==> config.mk <==
export PLATFORM = sky130hd
export DESIGN_NAME = cpu_sequencer
export DESIGN_NICKNAME = d
export VERILOG_FILES = /design/src/rtl/cpu_pkg.sv /design/src/rtl/cpu_sequencer_mem_lane.sv /design/src/rtl/cpu_sequencer.sv
export SDC_FILE = /design/constraint.sdc
export NUM_CORES = 1
export LEC_CHECK = 0
export BUFFER_PORTS_ARGS = -buffer_cell sky130_fd_sc_hd__buf_4
export CAP_MARGIN = 20
export CORE_MARGIN = 2
export CORE_UTILIZATION = 35
export CTS_CLUSTER_DIAMETER = 60
export CTS_CLUSTER_SIZE = 40
export DETAILED_ROUTE_END_ITERATION = 6
export SYNTH_ARGS = -nofsm -noshare
export SYNTH_HDL_FRONTEND = slang
export SYNTH_SLANG_ARGS = --single-unit
==> constraint.sdc <==
create_clock -name clk -period 2.93 [get_ports clk]
set_clock_uncertainty 0.15 [all_clocks]
set_input_delay 0.879 -clock clk [delete_from_list [all_inputs] [get_ports clk]]
set_output_delay 0.879 -clock clk [all_outputs]
set_load 0.005 [all_outputs]
==> src/rtl/cpu_pkg.sv <==
// Shared types and constants for the CPU sequencer slice.
// Build option SEQ_ALIGN_TRAP_EN adds a FAULT state for misaligned word data accesses.
package cpu_pkg;

  typedef enum logic [2:0] {
    IDLE  = 3'd0,
    FETCH = 3'd1,
    EXEC  = 3'd2,
    MEM   = 3'd3,
    WB    = 3'd4
`ifdef SEQ_ALIGN_TRAP_EN
    , FAULT = 3'd5
`endif
  } seq_state_t;

  localparam logic [15:0] NOP_INSTR = 16'hF000;

  localparam logic [1:0] BE_NONE = 2'b00;
  localparam logic [1:0] BE_LO   = 2'b01;
  localparam logic [1:0] BE_HI   = 2'b10;
  localparam logic [1:0] BE_WORD = 2'b11;

  typedef struct packed {
    logic rd_b;
    logic rd_w;
    logic wr_b;
    logic wr_w;
    logic pc_dest;
  } decoder_signals;

  function automatic logic is_mem_access(input decoder_signals d);
    return d.rd_b | d.rd_w | d.wr_b | d.wr_w;
  endfunction

  function automatic logic is_read_access(input decoder_signals d);
    return d.rd_b | d.rd_w;
  endfunction

  // Several strobes at once resolve as read over write, then word over byte.
  function automatic logic is_word_access(input decoder_signals d);
    return (d.rd_b | d.rd_w) ? d.rd_w : d.wr_w;
  endfunction

endpackage

==> src/rtl/cpu_sequencer_mem_lane.sv <==
// Byte-lane steering for data accesses: store byte enables/replication and
// load byte selection/replication.
module mem_lane
  import cpu_pkg::*;
(
  input  logic        i_word,
  input  logic        i_addr_lsb,
  input  logic [15:0] i_rdata,
  input  logic [15:0] i_wr_val,
  output logic [1:0]  o_wr_be,
  output logic [15:0] o_wdata,
  output logic [15:0] o_ld_val
);

  logic [7:0] w_rd_byte;

  always_comb begin
    w_rd_byte = i_addr_lsb ? i_rdata[15:8] : i_rdata[7:0];
    if (i_word) begin
      o_wr_be  = BE_WORD;
      o_wdata  = i_wr_val;
      o_ld_val = i_rdata;
    end else begin
      o_wr_be  = i_addr_lsb ? BE_HI : BE_LO;
      o_wdata  = {2{i_wr_val[7:0]}};
      o_ld_val = {2{w_rd_byte}};
    end
  end

endmodule

==> src/rtl/cpu_sequencer.sv <==
// Instruction sequencer: fetch, execute, optional data access, writeback.
// Define SEQ_ALIGN_TRAP_EN to trap misaligned word data accesses into a sticky FAULT state.
module cpu_sequencer
  import cpu_pkg::*;
#(
  parameter logic [15:0] RESET_PC = 16'h0000
) (
  input  logic        clk,
  input  logic        rst_n,
  input  logic        run,
  input  logic        dec_rd_b,
  input  logic        dec_rd_w,
  input  logic        dec_wr_b,
  input  logic        dec_wr_w,
  input  logic        dec_pc_dest,
  input  logic [15:0] alu_result,
  input  logic [15:0] addr_val,
  input  logic [15:0] wr_val,
  output logic [15:0] ir,
  output logic [15:0] pc,
  output logic [15:0] ld_data,
  output logic        wb_en,
  output logic        mem_req,
  output logic        mem_we,
  output logic [1:0]  mem_be,
  output logic [15:0] mem_addr,
  output logic [15:0] mem_wdata,
  input  logic        mem_ack,
  input  logic [15:0] mem_rdata,
  output logic        fault
);

  seq_state_t     r_state;
  seq_state_t     w_next_state;
  logic [15:0]    r_pc;
  logic [15:0]    r_ir;
  logic [15:0]    r_ld_data;
  decoder_signals w_dec;
  logic           w_mem_op;
  logic           w_read;
  logic           w_word;
  logic [1:0]     w_lane_be;
  logic [15:0]    w_lane_wdata;
  logic [15:0]    w_lane_ld;

  always_comb begin
    w_dec.rd_b    = dec_rd_b;
    w_dec.rd_w    = dec_rd_w;
    w_dec.wr_b    = dec_wr_b;
    w_dec.wr_w    = dec_wr_w;
    w_dec.pc_dest = dec_pc_dest;
  end

  assign w_mem_op = is_mem_access(w_dec);
  assign w_read   = is_read_access(w_dec);
  assign w_word   = is_word_access(w_dec);

  mem_lane u_mem_lane (
    .i_word     (w_word),
    .i_addr_lsb (addr_val[0]),
    .i_rdata    (mem_rdata),
    .i_wr_val   (wr_val),
    .o_wr_be    (w_lane_be),
    .o_wdata    (w_lane_wdata),
    .o_ld_val   (w_lane_ld)
  );

  always_ff @(posedge clk or negedge rst_n) begin
    if (!rst_n) r_state <= IDLE;
    else        r_state <= w_next_state;
  end

  always_comb begin
    w_next_state = r_state;
    case (r_state)
      IDLE:  if (run) w_next_state = FETCH;
      FETCH: if (mem_ack) w_next_state = EXEC;
      EXEC: begin
        w_next_state = w_mem_op ? MEM : WB;
`ifdef SEQ_ALIGN_TRAP_EN
        if (w_mem_op && w_word && addr_val[0]) w_next_state = FAULT;
`endif
      end
      MEM:   if (mem_ack) w_next_state = WB;
      WB:    w_next_state = run ? FETCH : IDLE;
`ifdef SEQ_ALIGN_TRAP_EN
      FAULT: w_next_state = FAULT;
`endif
      default: w_next_state = IDLE;
    endcase
  end

  // Memory outputs depend only on state and held decoder inputs, so they stay
  // stable across wait cycles and drop as soon as the state leaves FETCH/MEM.
  always_comb begin
    mem_req   = 1'b0;
    mem_we    = 1'b0;
    mem_be    = BE_NONE;
    mem_addr  = 16'h0000;
    mem_wdata = 16'h0000;
    wb_en     = 1'b0;
    case (r_state)
      FETCH: begin
        mem_req  = 1'b1;
        mem_be   = BE_WORD;
        mem_addr = {r_pc[15:1], 1'b0};
      end
      MEM: begin
        mem_req   = 1'b1;
        mem_we    = ~w_read;
        mem_be    = w_read ? BE_WORD : w_lane_be;
        mem_addr  = w_word ? {addr_val[15:1], 1'b0} : addr_val;
        mem_wdata = w_read ? 16'h0000 : w_lane_wdata;
      end
      WB:      wb_en = 1'b1;
      default: ;
    endcase
  end

  always_ff @(posedge clk or negedge rst_n) begin
    if (!rst_n) begin
      r_pc      <= RESET_PC;
      r_ir      <= NOP_INSTR;
      r_ld_data <= 16'h0000;
    end else begin
      if (r_state == FETCH && mem_ack)          r_ir      <= mem_rdata;
      if (r_state == MEM && mem_ack && w_read)  r_ld_data <= w_lane_ld;
      if (r_state == WB)                        r_pc      <= dec_pc_dest ? alu_result : r_pc + 16'd2;
    end
  end

  assign ir      = r_ir;
  assign pc      = r_pc;
  assign ld_data = r_ld_data;

`ifdef SEQ_ALIGN_TRAP_EN
  assign fault = (r_state == FAULT);
`else
  assign fault = 1'b0;
`endif

endmodule

==> results of run 1 <==
synthesized netlist by cell type (all sizes together), types with 3 or more instances:
cell type  instances
a21oi             34
a31oi              4
and2               8
and3               4
buf               17
clkbuf             6
dfrtp             47
dfstp              4
inv                3
mux2              16
mux2i             40
nand2             10
nand3             12
nand4              4
nor2              51
nor3               4
nor4               3
o21ai             16
per-layer routing:
| metal | up-vias | global-route usage (%) |
|---|---|---|
| li1 | 1429 | - |
| met1 | 1361 | 23.6 |
| met2 | 100 | 32.8 |
| met3 | 7 | 2.58 |
| met4 | 0 | 5.48 |
| met5 | - | 0 |
critical path, stage by stage:
cell,delay (ns)
buf_4,0.11
nor2b_2,0.17
nor2_2,0.13
buf_6,0.15
mux2i_1,0.19
nor2_1,0.05
buf_4,0.13
area by class of cell:
type	instances	area [µm²]	area share, %
sequential	51	1280	29.4
clock inverter	3	47.5	1.09
inverter	5	20.0	0.459
clock buffer	5	68.8	1.58
tap	105	131	3.01
multi-input combinational	234	1530	35.2
timing repair buffer	168	1280	29.3
state kept, by name (all words and copies together), names as in the netlist:
| name | cells |
|---|---|
| ir | 16 |
| r_state | 3 |
| ld_data | 16 |
| pc | 16 |
worst min-delay path by stage:
stage,from,endpoint,slack [ns],cells past startpoint
2_1_floorplan,r_state[2]$_DFFE_PN0P_,r_state[1]$_DFFE_PN0P_,0.30,1
3_3_place_gp,r_state[2]$_DFFE_PN0P_,r_state[1]$_DFFE_PN0P_,0.33,1
3_5_place_dp,r_state[2]$_DFFE_PN0P_,r_state[1]$_DFFE_PN0P_,0.34,1
4_1_cts,r_state[2]$_DFFE_PN0P_,r_state[1]$_DFFE_PN0P_,0.35,1
5_1_grt,r_state[2]$_DFFE_PN0P_,r_state[1]$_DFFE_PN0P_,0.38,1
6_report,r_state[2]$_DFFE_PN0P_,r_state[1]$_DFFE_PN0P_,0.35,1
logic make-up after synthesis:
kind of cell    after synthesis  share of synthesized area, %
compound gates               68                          13.3
xor+xnor                      1                         0.294
fa+ha+maj                     1                         0.420
buf+inv                      28                          5.96
flops                        51                          43.0
mux                          56                          19.5
other cells                   1                         0.126
simple gates                107                          17.5
power by group through the flow:
stage	Sequential (mW)	Clock, mW	Combinational (mW)
final	1.46	0.512	1.89
after global routing	1.51	0.555	2.09
after CTS	1.46	0.532	1.92
after detailed placement	1.47	0	1.92
after global placement	1.46	0	1.89
after floorplan	1.37	0	0.936
==> impl_results.md, run 1 <==
- Top post-synthesis cells by area: dfrtp_1 39%, mux2i_1 13%, nor2_1 6.2%, mux2_2 6.0%, a21oi_1 5.4%
- Final wirelength: 8910 µm
- Crit path to: mem_wdata[10]
- Worst IR Drop VDD: 0.403 mV
- GP Congestion: 0.806
- Layout Cells excl Fill: between 500 and 600
- Die H: 96.3 µm
- I/O pins: approximately 160
- Filler Cells Inserted: slightly below 800
- Most frequent cells in the layout: 166 x buf_4, 49 x nor2_1, 47 x dfrtp_1, 40 x mux2i_1, 32 x a21oi_1
- Fraction of layout cells with a size suffix above 1: around 44%
- Antenna diodes: 0
- Setup_tns: 0 ns
- DR WL met3: 642 µm
- Worst-Skew Late Latency: 0.30 ns
- FF-to-FF path depth: 5
- DR WL met2: 4520 µm
- Primary FF master, synth: dfrtp_1
- Avg Inst Size Synth: roughly 9.5 µm²
- Setup CP Type: primary input to output port
- Syn_nets: 387
- Fin crit share: between 90 and 100%
- Worst-margin pin slew: between 0.6 and 0.7 ns
- Distinct cells, synth: 51
- Biggest area consumer among synthesized cells: dfrtp_1
- Setup Fix Bufs, Post-CTS: 0
- Site row count: 33
- Vias in the first global route: 2727
- I/O Buffers: 157
- Routed len/inst: 15.6 µm
- H-tree Lvls: 2
- P_int: 2.43 mW
- Leakage: 2.07 nW
- Hold Path Class: flip-flop to flip-flop
- HPWL Detailed: 6770 µm
- Required @ worst endpoint: 1.90 ns
- Placed insts: 563
- CP endpoint kind: output port
- Final Cell Area: around 4400 µm²
- Overall track demand over capacity in global routing: 18.6%
- Total CTS buffers: 5
- Setup crit start kind: primary input
- DR DRC count: 0
- Cells after synthesis: 313
- Total grt overflow: 0
- Drt first pass iters: 4
- Final nets: about 540
- Final Util: 53.1%
- Die ar.: between 9000 and 10000 µm²
- Total power draw: ~3.9 mW
- P_sw: 1.43 mW
- Status: completed
- Worst hold slack: 0.347 ns
- Hold_buf cts: 0
- Synthesized area: 2980 µm²
- Final setup fails: 0
- Synth Register Bits: 51
- Starting density of the core: 36.3%
- Setup slack, reg-to-reg: 0.77 ns
- Clock Power Share: 13.3%
- Post-synth ARST share: 100%
- Die width: just under 100 µm
- RSZ-0062 raised after global routing: false
- Critical Path AT: about 1.8 ns
- Via count: approximately 2900
- Placed cell areas: about 4200 µm²
- Synthesis Warnings: 0
- Clock sink total: 51
- Slew Limit Fails: 0
- Worst Path Max Fanout: 5
- Combinational share of power: 49.0%
- Reg2Reg Capture Point: pc[13]$_DFFE_PN0N_
- Antenna violation net count after detailed routing: 0
- Worst r2r src: pc[1]$_DFFE_PN0N_
- Max Root-Sink Buffers: 2
- First-pass GRT wire length: roughly 13000 µm
- M1 WL: approximately 3700 µm
- Largest net degree at the start of global routing: 52
- Vias/cell: just over 5
- CTS tree: yes
- CTS resizes: 0
- Area of the core: 8220 µm²
- Tmin final: 2.84 ns
- Post-synth EDFFs: 0
- Fmax: 352 MHz
- Reg power frac: 37.7%
- Seq/Total Area, Yosys: a little over two fifths
- Rel. slew slack: 55.0%
- Antenna violations before repair: 0
- Uppermost layer routed: met4
- CTS root buffer: clkbuf_8
- Area Growth Syn to Fin: 46.3%
- PnR worst setup slack: around 0.09 ns
- Register clock-pin slew on the reported worst setup and hold paths: 0.09 ns
- Fin. Hold Viols: 0
- DP Worst Slack: 0.00498 ns
- Cell Pwr Density: 885 nW/µm²
- Max_cap viols: 0
- Top cell type's share of synthesized area: between 30 and 40%
- Iteration-0 DRC Markers: around 150
- Crit path from: dec_wr_w
- Most common cell after layout, fill and taps aside: buf_4
- Sw Share: between 30 and 40%
Power figures use the tool's default switching activity.
==> run 2, diff against run 1 <==
- RECOVER_POWER: default -> 25
==> run 2 against run 1 <==
Utilization about the same. Wire length is essentially flat. Sequential power about the same. Largest power group unchanged. Critical path type unchanged. Cell area about the same. Clock power barely moved. Total power barely moved. Critical endpoint unchanged. Setup slack unchanged. Combinational power is essentially flat. Cell count did not move. Count of clock-buffer cells in the layout did not move.
==> impl_results.md, run 2 (same netlist as run 1, synthesis figures left out) <==
- Total CTS buffers: 5
- Die H: slightly below 100 µm
- Final setup fails: 0
- Rel. slew slack: 11.7%
- Setup crit start kind: primary input
- Required @ worst endpoint: 1.90 ns
- Setup_tns: 0 ns
- Worst hold slack: 0.347 ns
- Final wirelength: slightly below 9000 µm
- H-tree Lvls: 2
- Die ar.: 9270 µm²
- Fin crit share: 96.9%
- Setup Fix Bufs, Post-CTS: 0
- Cell Pwr Density: ~880 nW/µm²
- Sw Share: 37.0%
- Clock Power Share: 13.3%
- Die width: 96.3 µm
- Tmin final: 2.84 ns
- CP endpoint kind: output port
- Fraction of layout cells with a size suffix above 1: 44.0%
- GP Congestion: 0.806
- Max_cap viols: 0
- Final nets: 539
- Worst-Skew Late Latency: 0.30 ns
- Vias in the first global route: 2727
- Fin. Hold Viols: 0
- Antenna violation net count after detailed routing: 0
- Fmax: ~350 MHz
- Drt first pass iters: 4
- Setup CP Type: primary input to output port
- I/O pins: 159
- Antenna diodes: 0
- HPWL Detailed: 6770 µm
- Starting density of the core: 36.3%
- Largest net degree at the start of global routing: 52
- Clock sink total: 51
- Slew Limit Fails: 0
- P_int: around 2.4 mW
- CTS root buffer: clkbuf_8
- Worst IR Drop VDD: just over 0.4 mV
- Total power draw: 3.86 mW
- Register clock-pin slew on the reported worst setup and hold paths: around 0.09 ns
- Area of the core: 8220 µm²
- DR DRC count: 0
- Site row count: 33
- RSZ-0062 raised after global routing: false
- Status: completed
- Via count: ~2900
- Total grt overflow: 0
- Area Growth Syn to Fin: 46.2%
- Placed cell areas: 4240 µm²
- Vias/cell: 5.07
- Final Util: 53.0%
- Combinational share of power: ~49%
- Most common cell after layout, fill and taps aside: buf_4
- Final Cell Area: between 4000 and 5000 µm²
- Reg power frac: 37.7%
- CTS tree: yes
- Critical Path AT: 1.81 ns
- Leakage: approximately 2.1 nW
- Overall track demand over capacity in global routing: 18.6%
- P_sw: 1.43 mW
- Antenna violations before repair: 0
- Worst-margin pin slew: 1.32 ns
- Routed len/inst: roughly 16 µm
- I/O Buffers: 157
- First-pass GRT wire length: approximately 13000 µm
- Hold Path Class: flip-flop to flip-flop
- Hold_buf cts: 0
- Most frequent cells in the layout: 165 x buf_4, 49 x nor2_1, 47 x dfrtp_1, 40 x mux2i_1, 32 x a21oi_1
- Iteration-0 DRC Markers: 150
- Max Root-Sink Buffers: 2
- Worst Path Max Fanout: 5
-- run 2: routing by layer --
metal  global-route usage [%]  wire length, µm  vias to the layer above
met3                     2.58              641                        7
met5                        0                0                        -
met1                     23.6             3650                     1361
met4                     5.48               95                        0
met2                     32.8             4520                       99
li1                         -                -                     1429
-- run 2: layout make-up --
class	instances	area, µm²
Timing Repair Buffer	168	1270
Sequential cell	51	1280
Tap cell	105	131
Clock buffer	5	68.8
Clock inverter	3	47.5
Fill cell	788	3860
Multi-Input combinational cell	234	1530
Inverter	5	20.0
-- run 2: metrics by stage --
| stage | setup slack (ns) | instances |
|---|---|---|
| after floorplan | 0.226 | 313 |
| after detailed placement | 0.00498 | 563 |
| after CTS | 0.00580 | 571 |
| final | 0.0899 | 571 |
| after global routing | 0.00201 | 571 |
| after global placement | 0.103 | 563 |
-- run 2: power by group through the flow --
stage	clock (mW)	combinational (mW)	sequential, mW
2_1_floorplan	0	0.936	1.37
3_3_place_gp	0	1.89	1.46
3_5_place_dp	0	1.92	1.47
4_1_cts	0.532	1.92	1.46
5_1_grt	0.555	2.09	1.51
6_report	0.512	1.89	1.46
-- run 2: path summary, 6_finish.rpt --
path	slack (ns)	to	start	cells past startpoint
setup / recovery	0.09	mem_wdata[10]	dec_wr_w	7
hold / removal	0.35	r_state[1]$_DFFE_PN0P_	r_state[2]$_DFFE_PN0P_	1
setup reg to reg	0.77	pc[13]$_DFFE_PN0N_	pc[1]$_DFFE_PN0N_	5
hold reg to reg	0.35	r_state[1]$_DFFE_PN0P_	r_state[2]$_DFFE_PN0P_	1
max in group asynchronous	1.13	ld_data[8]$_DFFE_PN0P_	rst_n	1
min in group asynchronous	0.70	pc[9]$_DFFE_PN0N_	rst_n	1
-- run 2: critical path: stages --
cell,delay (ns)
buf_4,0.11
nor2b_2,0.17
nor2_2,0.13
buf_6,0.15
mux2i_1,0.19
nor2_1,0.05
buf_4,0.13
-- run 2: repair_timing --
item | CTS | global route
endpoints found under the hold margin | 0 | 0
resized for setup | 0 | 2
endpoints found under the setup margin | 0 | 8
